### src/rtl/shift_rotate_pkg.sv
// rtl/shift_rotate_pkg.sv - shared mode and state encodings for the sequential shifter
package shift_rotate_pkg;

  typedef enum logic [2:0] {
    ROL = 3'd0,
    ROR = 3'd1,
    SHL = 3'd2,
    SHR = 3'd3,
    ASR = 3'd4
  } mode_t;

  typedef enum logic [1:0] {
    IDLE,
    RUN,
    DONE_S
  } state_t;

endpackage

### src/rtl/shift_step.sv
// rtl/shift_step.sv - combinational single-bit shift/rotate step
module shift_step
  import shift_rotate_pkg::*;
#(
  parameter int N = 8
) (
  input  logic [N-1:0] b,
  input  logic [2:0]   mode,
  output logic [N-1:0] y_next,
  output logic         c_next
);

  always_comb begin
    y_next = b;
    c_next = 1'b0;
    case (mode)
      ROL: begin y_next = {b[N-2:0], b[N-1]};  c_next = b[N-1]; end
      ROR: begin y_next = {b[0], b[N-1:1]};    c_next = b[0];   end
      SHL: begin y_next = {b[N-2:0], 1'b0};    c_next = b[N-1]; end
      SHR: begin y_next = {1'b0, b[N-1:1]};    c_next = b[0];   end
      ASR: begin y_next = {b[N-1], b[N-1:1]};  c_next = b[0];   end
      default: begin y_next = b; c_next = 1'b0; end
    endcase
  end

endmodule

### src/rtl/shift_rotate_seq.sv
// rtl/shift_rotate_seq.sv - one-bit-per-clock shifter/rotator with START/BUSY/DONE handshake
module shift_rotate_seq
  import shift_rotate_pkg::*;
#(
  parameter int N  = 8,
  parameter int AW = $clog2(N) + 1
) (
  input  logic          CLK,
  input  logic          RESET,
  input  logic          START,
  input  logic [2:0]    MODE,
  input  logic [AW-1:0] AMT,
  input  logic [N-1:0]  X,
  output logic [N-1:0]  Y,
  output logic          COUT,
  output logic          BUSY,
  output logic          DONE
);

  state_t        state_q;
  logic [2:0]    mode_q;
  logic [AW-1:0] count_q;
  logic [N-1:0]  y_q, y_d, y_step;
  logic          cout_q, cout_d, c_step;
  logic          busy_q, done_q;

  shift_step #(.N(N)) u_step (
    .b      (y_q),
    .mode   (mode_q),
    .y_next (y_step),
    .c_next (c_step)
  );

  // Reserved codes still burn AMT cycles but leave Y/COUT untouched.
  always_comb begin
    y_d    = y_q;
    cout_d = cout_q;
    if (mode_q <= 3'(ASR)) begin
      y_d    = y_step;
      cout_d = c_step;
    end
  end

  always_ff @(posedge CLK) begin
    if (RESET) begin
      state_q <= IDLE;
      mode_q  <= 3'd0;
      count_q <= '0;
      y_q     <= '0;
      cout_q  <= 1'b0;
      busy_q  <= 1'b0;
      done_q  <= 1'b0;
    end else begin
      busy_q <= (state_q == RUN);
      done_q <= (state_q == DONE_S);
      case (state_q)
        IDLE: begin
          if (START) begin
            y_q     <= X;
            cout_q  <= 1'b0;
            mode_q  <= MODE;
            count_q <= AMT;
            state_q <= (AMT == '0) ? DONE_S : RUN;
          end
        end
        RUN: begin
          y_q     <= y_d;
          cout_q  <= cout_d;
          count_q <= count_q - AW'(1);
          if (count_q == AW'(1)) state_q <= DONE_S;
        end
        DONE_S:  state_q <= IDLE;
        default: state_q <= IDLE;
      endcase
    end
  end

  assign Y    = y_q;
  assign COUT = cout_q;
  assign BUSY = busy_q;
  assign DONE = done_q;

endmodule

### config.mk
export PLATFORM = sky130hd
export DESIGN_NAME = shift_rotate_seq
export DESIGN_NICKNAME = d
export VERILOG_FILES = /design/src/rtl/shift_rotate_pkg.sv /design/src/rtl/shift_step.sv /design/src/rtl/shift_rotate_seq.sv
export SDC_FILE = /design/constraint.sdc
export NUM_CORES = 1
export LEC_CHECK = 0
export CORE_MARGIN = 1
export CORE_UTILIZATION = 30
export DETAILED_ROUTE_END_ITERATION = 10
export GPL_TIMING_DRIVEN = 0
export PLACE_DENSITY = 0.63
export SLEW_MARGIN = 30
export SYNTH_ARGS = -nofsm -noshare
export SYNTH_HDL_FRONTEND = slang
export SYNTH_HIERARCHICAL = 1
export SYNTH_SLANG_ARGS = --single-unit
### constraint.sdc
create_clock -name CLK -period 1.6 [get_ports CLK]
set_input_delay 0.24 -clock CLK [delete_from_list [all_inputs] [get_ports CLK]]
set_output_delay 0.24 -clock CLK [all_outputs]
set_load 0.02 [all_outputs]
==> results of run 1 <==
[power by group through the flow]
stage	Sequential, mW	Combinational, mW	Clock, mW
final	0.628	0.589	0.520
after global routing	0.641	0.641	0.555
after CTS	0.630	0.588	0.528
after detailed placement	0.641	0.591	0
after global placement	0.641	0.587	0
after floorplan	0.659	0.381	0
[routing by layer]
layer  up-vias  global-route usage [%]
li1        620                       -
met1       571                   21.79
met2        27                   22.33
met3         2                   1.744
met4         0                   2.721
met5         -                       0
[final timing paths]
| kind | endpoint | slack [ns] | cells past startpoint |
|---|---|---|---|
| hold reg to reg | mode_q[1]$_SDFFE_PP0P_ | 0.54 | 2 |
| setup reg to reg | Y[2]$_SDFFE_PP0P_ | 0.1 | 6 |
| hold / removal | Y[3]$_SDFFE_PP0P_ | 0.28 | 2 |
| setup / recovery | Y[2]$_SDFFE_PP0P_ | 0.1 | 6 |
[metrics by stage]
stage	area [µm²]	utilization (%)	setup slack (ns)	total power [mW]	TNS, ns
2_1_floorplan	1360	-	0.1942	1.040	0
3_3_place_gp	1695	38.94	-0.1172	1.228	-0.6190
3_5_place_dp	1695	38.94	-0.1126	1.231	-0.5731
4_1_cts	1765	40.55	0.01783	1.746	0
5_1_grt	1805	41.47	0.006273	1.838	0
6_report	1805	41.47	0.09808	1.736	0
[kinds of logic after synthesis]
group                      count (synthesis)  synth area share, %
adders and majority gates                  2                1.840
and+or+nand+nor                           33                12.97
DFF                                       20                29.44
xor gates and xnor gates                   1               0.6441
muxes                                     19                15.73
buffers and inverters                     20                8.464
AOI/OAI and AO/OA                         53                30.91
[cell type report]
class	count	area [µm²]
timing repair buffer	29	297.8
buffer	13	92.59
multi-input combinational	108	844.6
inverter	7	30.03
clock inverter	1	30.03
clock buffer	3	41.29
sequential	20	404.1
fill	452	2549
tap	52	65.06
[worst max-delay path: cells and delay by family, from the launching register on]
family	cells	cell delay, ns
multiplexers	2	0.48
buffers and inverters	1	0.16
flip-flops	1	0.39
AO/OA/AOI/OAI	3	0.33
[synth_stat cells (4+ instances only)]
master / count / area share (%)
nor2_1: 10 / 2.8
a2bb2oi_1: 7 / 4.5
a21oi_1: 14 / 5.2
inv_1: 7 / 1.9
mux2i_1: 12 / 8.8
dfxtp_1: 20 / 29
buf_2: 4 / 1.5
o21ai_1: 4 / 1.5
a211oi_2: 8 / 7.4
mux2_4: 4 / 4.4
nand2_1: 7 / 1.9
[state kept, by name, summed over array words and instances (netlist names)]
register  flops
COUT          1
Y             8
DONE          1
state_q       2
count_q       4
BUSY          1
mode_q        3
[layout by cell type (no fill, tap or decap), types with 2 or more instances in the layout]
cell | netlist | routed
dlymetal6s2s_1 | 0 | 6
o21a_1 | 2 | 2
o21ai_0 | 2 | 2
a2bb2oi_1 | 7 | 7
a211oi_2 | 8 | 8
clkbuf_2 | 1 | 2
clkdlybuf4s50_1 | 0 | 19
clkbuf_8 | 0 | 3
mux2_4 | 4 | 4
o221a_2 | 3 | 3
nor3b_1 | 2 | 2
o211ai_1 | 2 | 2
o21ai_1 | 4 | 4
a32oi_1 | 3 | 3
mux2i_1 | 12 | 12
inv_1 | 7 | 6
buf_2 | 4 | 3
buf_6 | 3 | 3
a21oi_1 | 14 | 14
nor2_1 | 10 | 10
nand2_1 | 7 | 7
dfxtp_1 | 20 | 19
ha_1 | 2 | 2
nor4_1 | 2 | 2
dlygate4sd2_1 | 0 | 2
nor2b_1 | 3 | 3
buf_4 | 3 | 6
mux2_2 | 3 | 3
nand2b_1 | 2 | 2
[repair_timing]
| item | 4_1_cts | 5_1_grt |
|---|---|---|
| cloned | 0 | 0 |
| gates resized for setup | 3 | 11 |
| setup endpoints to repair | 3 | 13 |
| hold endpoints to repair | 0 | 0 |
| hold buffers | 0 | 0 |
| buffers inserted | 0 | 2 |
==> out/metrics.csv, run 1 <==
metric,value,unit
hpwl,2437,µm
tritoncts,built,
gp_congestion,0.8278,
path_clk_slew,0.08,ns
cap_violations,0,
die_width,69.33,µm
p_sw,0.5403,mW
setup_viol_count_final,0,
slowest_delay,0.39,ns
slowest_stage,dfxtp_4,
rr_startpoint,mode_q[2]$_SDFFE_PP0P_,
num_rows,24,
met1_length,1729,µm
tightest_slew,0.6780,ns
pwr-share-seq,36.2,%
worstHoldStart,RESET,
finClkSkew,0.001543,ns
die_area,0.004807,mm²
slew_violations,0,
start_util,31.24,%
switching_share,31.13,%
grt_max_degree,13,
overflow,0,
ys_warn_count,6,
first_global_vias,1152,
critPathKind,flop to flop,
hold_viol_final,0,
numCtsBuffers,3,
diodes,0,
htreeDepth,1,
cts_buffer_depth,2,
synthArstFlopShare,0,%
root_buffer,clkbuf_8,
irDropWorstVdd,0.0003873,V
drtIter0Drc,86,
ys_ff_latch,20,
final_cell_count_no_fill,233,
drtAntennaViolNets,0,
critPathCaptureType,flop,
port_buffers,27,
fmax,665.8,MHz
crit_fanout,10,
period_share,93.87,%
ys.flop_type,dfxtp_1,
grt_pass1_wl,5720,µm
nets,202,
ioPinCount,29,
wl_met3,127,µm
synth.avg_cell_area,9.190,µm²
antenna_found_initial,0,
dpl.cell_count,227,
critPathLaunch,mode_q[2]$_SDFFE_PP0P_,
whs,0.2759,ns
hp-class,input port to flop,
clk_latency,0.26,ns
die_h,69.33,µm
power.leakage,0.7983,nW
drive_gt1_share,22.65,%
cp-start-kind,flop,
synth_area,0.001360,mm²
cp.arrival,1.62,ns
power_density,961.5,mW/mm²
dr_total_vias,1220,
layout_min_cycle_time,1.502,ns
wl_per_cell,14.39,µm
combPwrFrac,33.9,%
cts_sinks,20,
routed_via_density,5.236,
syn_nets,168,
routed.top_layer,met4,
slew_headroom,54.80,%
synthCells,148,
drt-total-wl,3353,µm
core_area,0.004354,mm²
crit_required,1.72,ns
crit_chain,buf_6 > mux2_4 > a32oi_1 > o21ai_1 > mux2i_1 > a211oi_2,
grt_usage,14.51,%
ys_types,42,
status,"finished, final reports clean",
dr.pass1.iters,4,
wl_met2,1467,µm
synth_edf_count,0,
rsz0062_at_grt,false,
synth-seq-area-share,29.44,%
area_delta_synth_final,32.75,%
p_int,1.196,mW
drc,0,
clock_power_share,29.9,%
Power figures use the tool's default switching activity.
==> inputs of run 2 (changes only) <==
--- a/config.mk
+++ b/config.mk
@@ -5,13 +5,13 @@
 export SDC_FILE = /design/constraint.sdc
 export NUM_CORES = 1
 export LEC_CHECK = 0
+export CORE_ASPECT_RATIO = 2
 export CORE_MARGIN = 1
 export CORE_UTILIZATION = 30
 export DETAILED_ROUTE_END_ITERATION = 10
 export GPL_TIMING_DRIVEN = 0
-export PLACE_DENSITY = 0.63
+export PLACE_DENSITY = 0.64
 export SLEW_MARGIN = 30
 export SYNTH_ARGS = -nofsm -noshare
 export SYNTH_HDL_FRONTEND = slang
-export SYNTH_HIERARCHICAL = 1
 export SYNTH_SLANG_ARGS = --single-unit
==> constraint.sdc (replaced) <==
create_clock -name CLK -period 1.8 [get_ports CLK]
set_input_delay 0.27 -clock CLK [delete_from_list [all_inputs] [get_ports CLK]]
set_output_delay 0.27 -clock CLK [all_outputs]
set_load 0.02 [all_outputs]
==> out/metrics.csv, run 2 <==
metric,value,unit
status,"finished, final reports clean",
gp_congestion,0.7908,
rsz0062_at_grt,false,
layout_min_cycle_time,1.616,ns
num_rows,31,
nFillCells,376,
synth_area,0.001130,mm²
die_width,45.40,µm
crit_family,simple AND/OR/NAND/NOR gates,
root_buffer,clkbuf_8,
ys_types,37,
crit_required,1.94,ns
first_global_vias,1071,
synthArstFlopShare,0,%
period_share,89.78,%
setup_tns,0,ns
irDropWorstVdd,0.0004888,V
holdBufCountCts,0,
crit_fanout,8,
drt-total-wl,2920,µm
routed_via_density,5.367,
crit_chain,nor3b_4 > nor2_4 > a221oi_1 > o41ai_1,
largest_reg_flops,8,
placed_area,0.001461,mm²
drtAntennaViolNets,0,
drtIter0Drc,22,
slowest_delay,0.48,ns
cp.arrival,1.75,ns
rr_startpoint,mode_q[2]$_SDFFE_PP0P_,
multi_input_area,670.6,µm²
dpl.cell_count,207,
mostFrequentLayoutCell,clkdlybuf4s50_1,
slew_headroom,65.10,%
wl_per_cell,13.90,µm
grt_pass1_wl,4726,µm
start_util,31.32,%
clk_latency,0.26,ns
synth_edf_count,0,
setup_viol_count_final,0,
path_clk_slew,0.07,ns
tightest_slew,0.5234,ns
hp-class,flop to flop,
hpwl,2225,µm
syn_nets,151,
cts_sinks,20,
synthCells,131,
synth_area_leader_cell,dfxtp_1,
diodes,0,
critPathCaptureType,flop,
grt_usage,15.84,%
stdcell_area,0.001503,mm²
cap_violations,0,
path_buf_inv,0,
power.leakage,0.5382,nW
cts_buffer_depth,2,
final_cell_count_no_fill,210,
final_cell_mix,"clkdlybuf4s50_1, dfxtp_1, nor2_1",
drive_gt1_share,10.56,%
synth.avg_cell_area,8.625,µm²
finClkSkew,0.001542,ns
core_area,0.003607,mm²
ys_warn_count,0,
numCtsBuffers,3,
report.power.total,1.236,mW
port_buffers,27,
critPathKind,flop to flop,
synth_area_leaders,"dfxtp_1, a211oi_1, o21a_1, nor2_1, nand3b_1",
ioPinCount,29,
synth-seq-area-share,35.44,%
die_h,88.79,µm
ys.flop_type,dfxtp_1,
antenna_found_initial,0,
htreeDepth,1,
overflow,0,
regArea,400.4,µm²
slowest_stage,dfxtp_1,
die_area,0.004031,mm²
critPathLaunch,mode_q[2]$_SDFFE_PP0P_,
netlist.area_leader.share,35.44,%
synth_commonest_cells,"dfxtp_1, nor2_1, a211oi_1, a21oi_1, o21a_1",
hold_viol_final,0,
power_density,822.3,mW/mm²
dr_total_vias,1127,
fmax,618.8,MHz
slew_violations,0,
dr.pass1.iters,4,
worstHoldStart,COUT$_SDFFE_PP0P_,
tritoncts,built,
drc,0,
area_delta_synth_final,33.00,%
ys_ff_latch,20,
cp-start-kind,flop,
grt_max_degree,11,
cts_setup_buffers,0,
nets,183,
cts.repair.resized,0,
synthMostInstantiatedCell,dfxtp_1,
-- run 2: kinds of logic after synthesis --
family	synth area share, %
compound gates	32.45
xor+xnor	0.7753
fa+ha+maj	2.214
buf+inv	5.204
flops	35.44
mux	0.8860
simple gates	23.04
-- run 2: cell type report --
class / instances / share of cell area [%]
inverters: 5 / 1.249
well taps: 49 / 4.080
repair buffers: 27 / 17.99
clock buffers: 3 / 2.748
plain buffers: 9 / 2.664
multi-input cells: 97 / 44.63
flip-flops and latches: 20 / 26.64
-- run 2: worst register-to-register path, stage by stage, from the launching register on --
cell	delay (ns)
dfxtp_1	0.48
nor3b_4	0.44
nor2_4	0.10
a221oi_1	0.34
o41ai_1	0.13
-- run 2: through the flow --
step	utilization (%)	hold slack [ns]	worst slack, ns
5_1_grt	41.66	0.4905	0.08477
4_1_cts	41.66	0.4737	0.1998
2_1_floorplan	-	0.4060	0.3771
3_5_place_dp	40.51	0.4631	-0.02627
3_3_place_gp	40.51	0.4504	-0.004450
6_report	41.66	0.4675	0.1840
-- run 2: per-layer routing --
metal | GRT usage (%) | vias up | wire, µm
met2 | 27.40 | 44 | 1506
li1 | - | 546 | -
met3 | 1.429 | 11 | 147
met5 | 0 | - | 0
met4 | 9.917 | 0 | 110
met1 | 17.63 | 526 | 1155
-- run 2: where the power goes --
group | internal, mW | total [mW] | leakage, nW | switching (mW)
clock | 0.149 | 0.299 | 0.0216 | 0.150
sequential | 0.492 | 0.547 | 0.165 | 0.0550
combinational | 0.182 | 0.390 | 0.352 | 0.207
-- run 2: path summary, 6_finish.rpt --
kind	to	slack, ns	depth (start not counted)
worst max register to register	Y[7]$_SDFFE_PP0P_	0.18	4
worst min-delay path	COUT$_SDFFE_PP0P_	0.47	2
worst max-delay path	Y[7]$_SDFFE_PP0P_	0.18	4
worst min register to register	COUT$_SDFFE_PP0P_	0.47	2
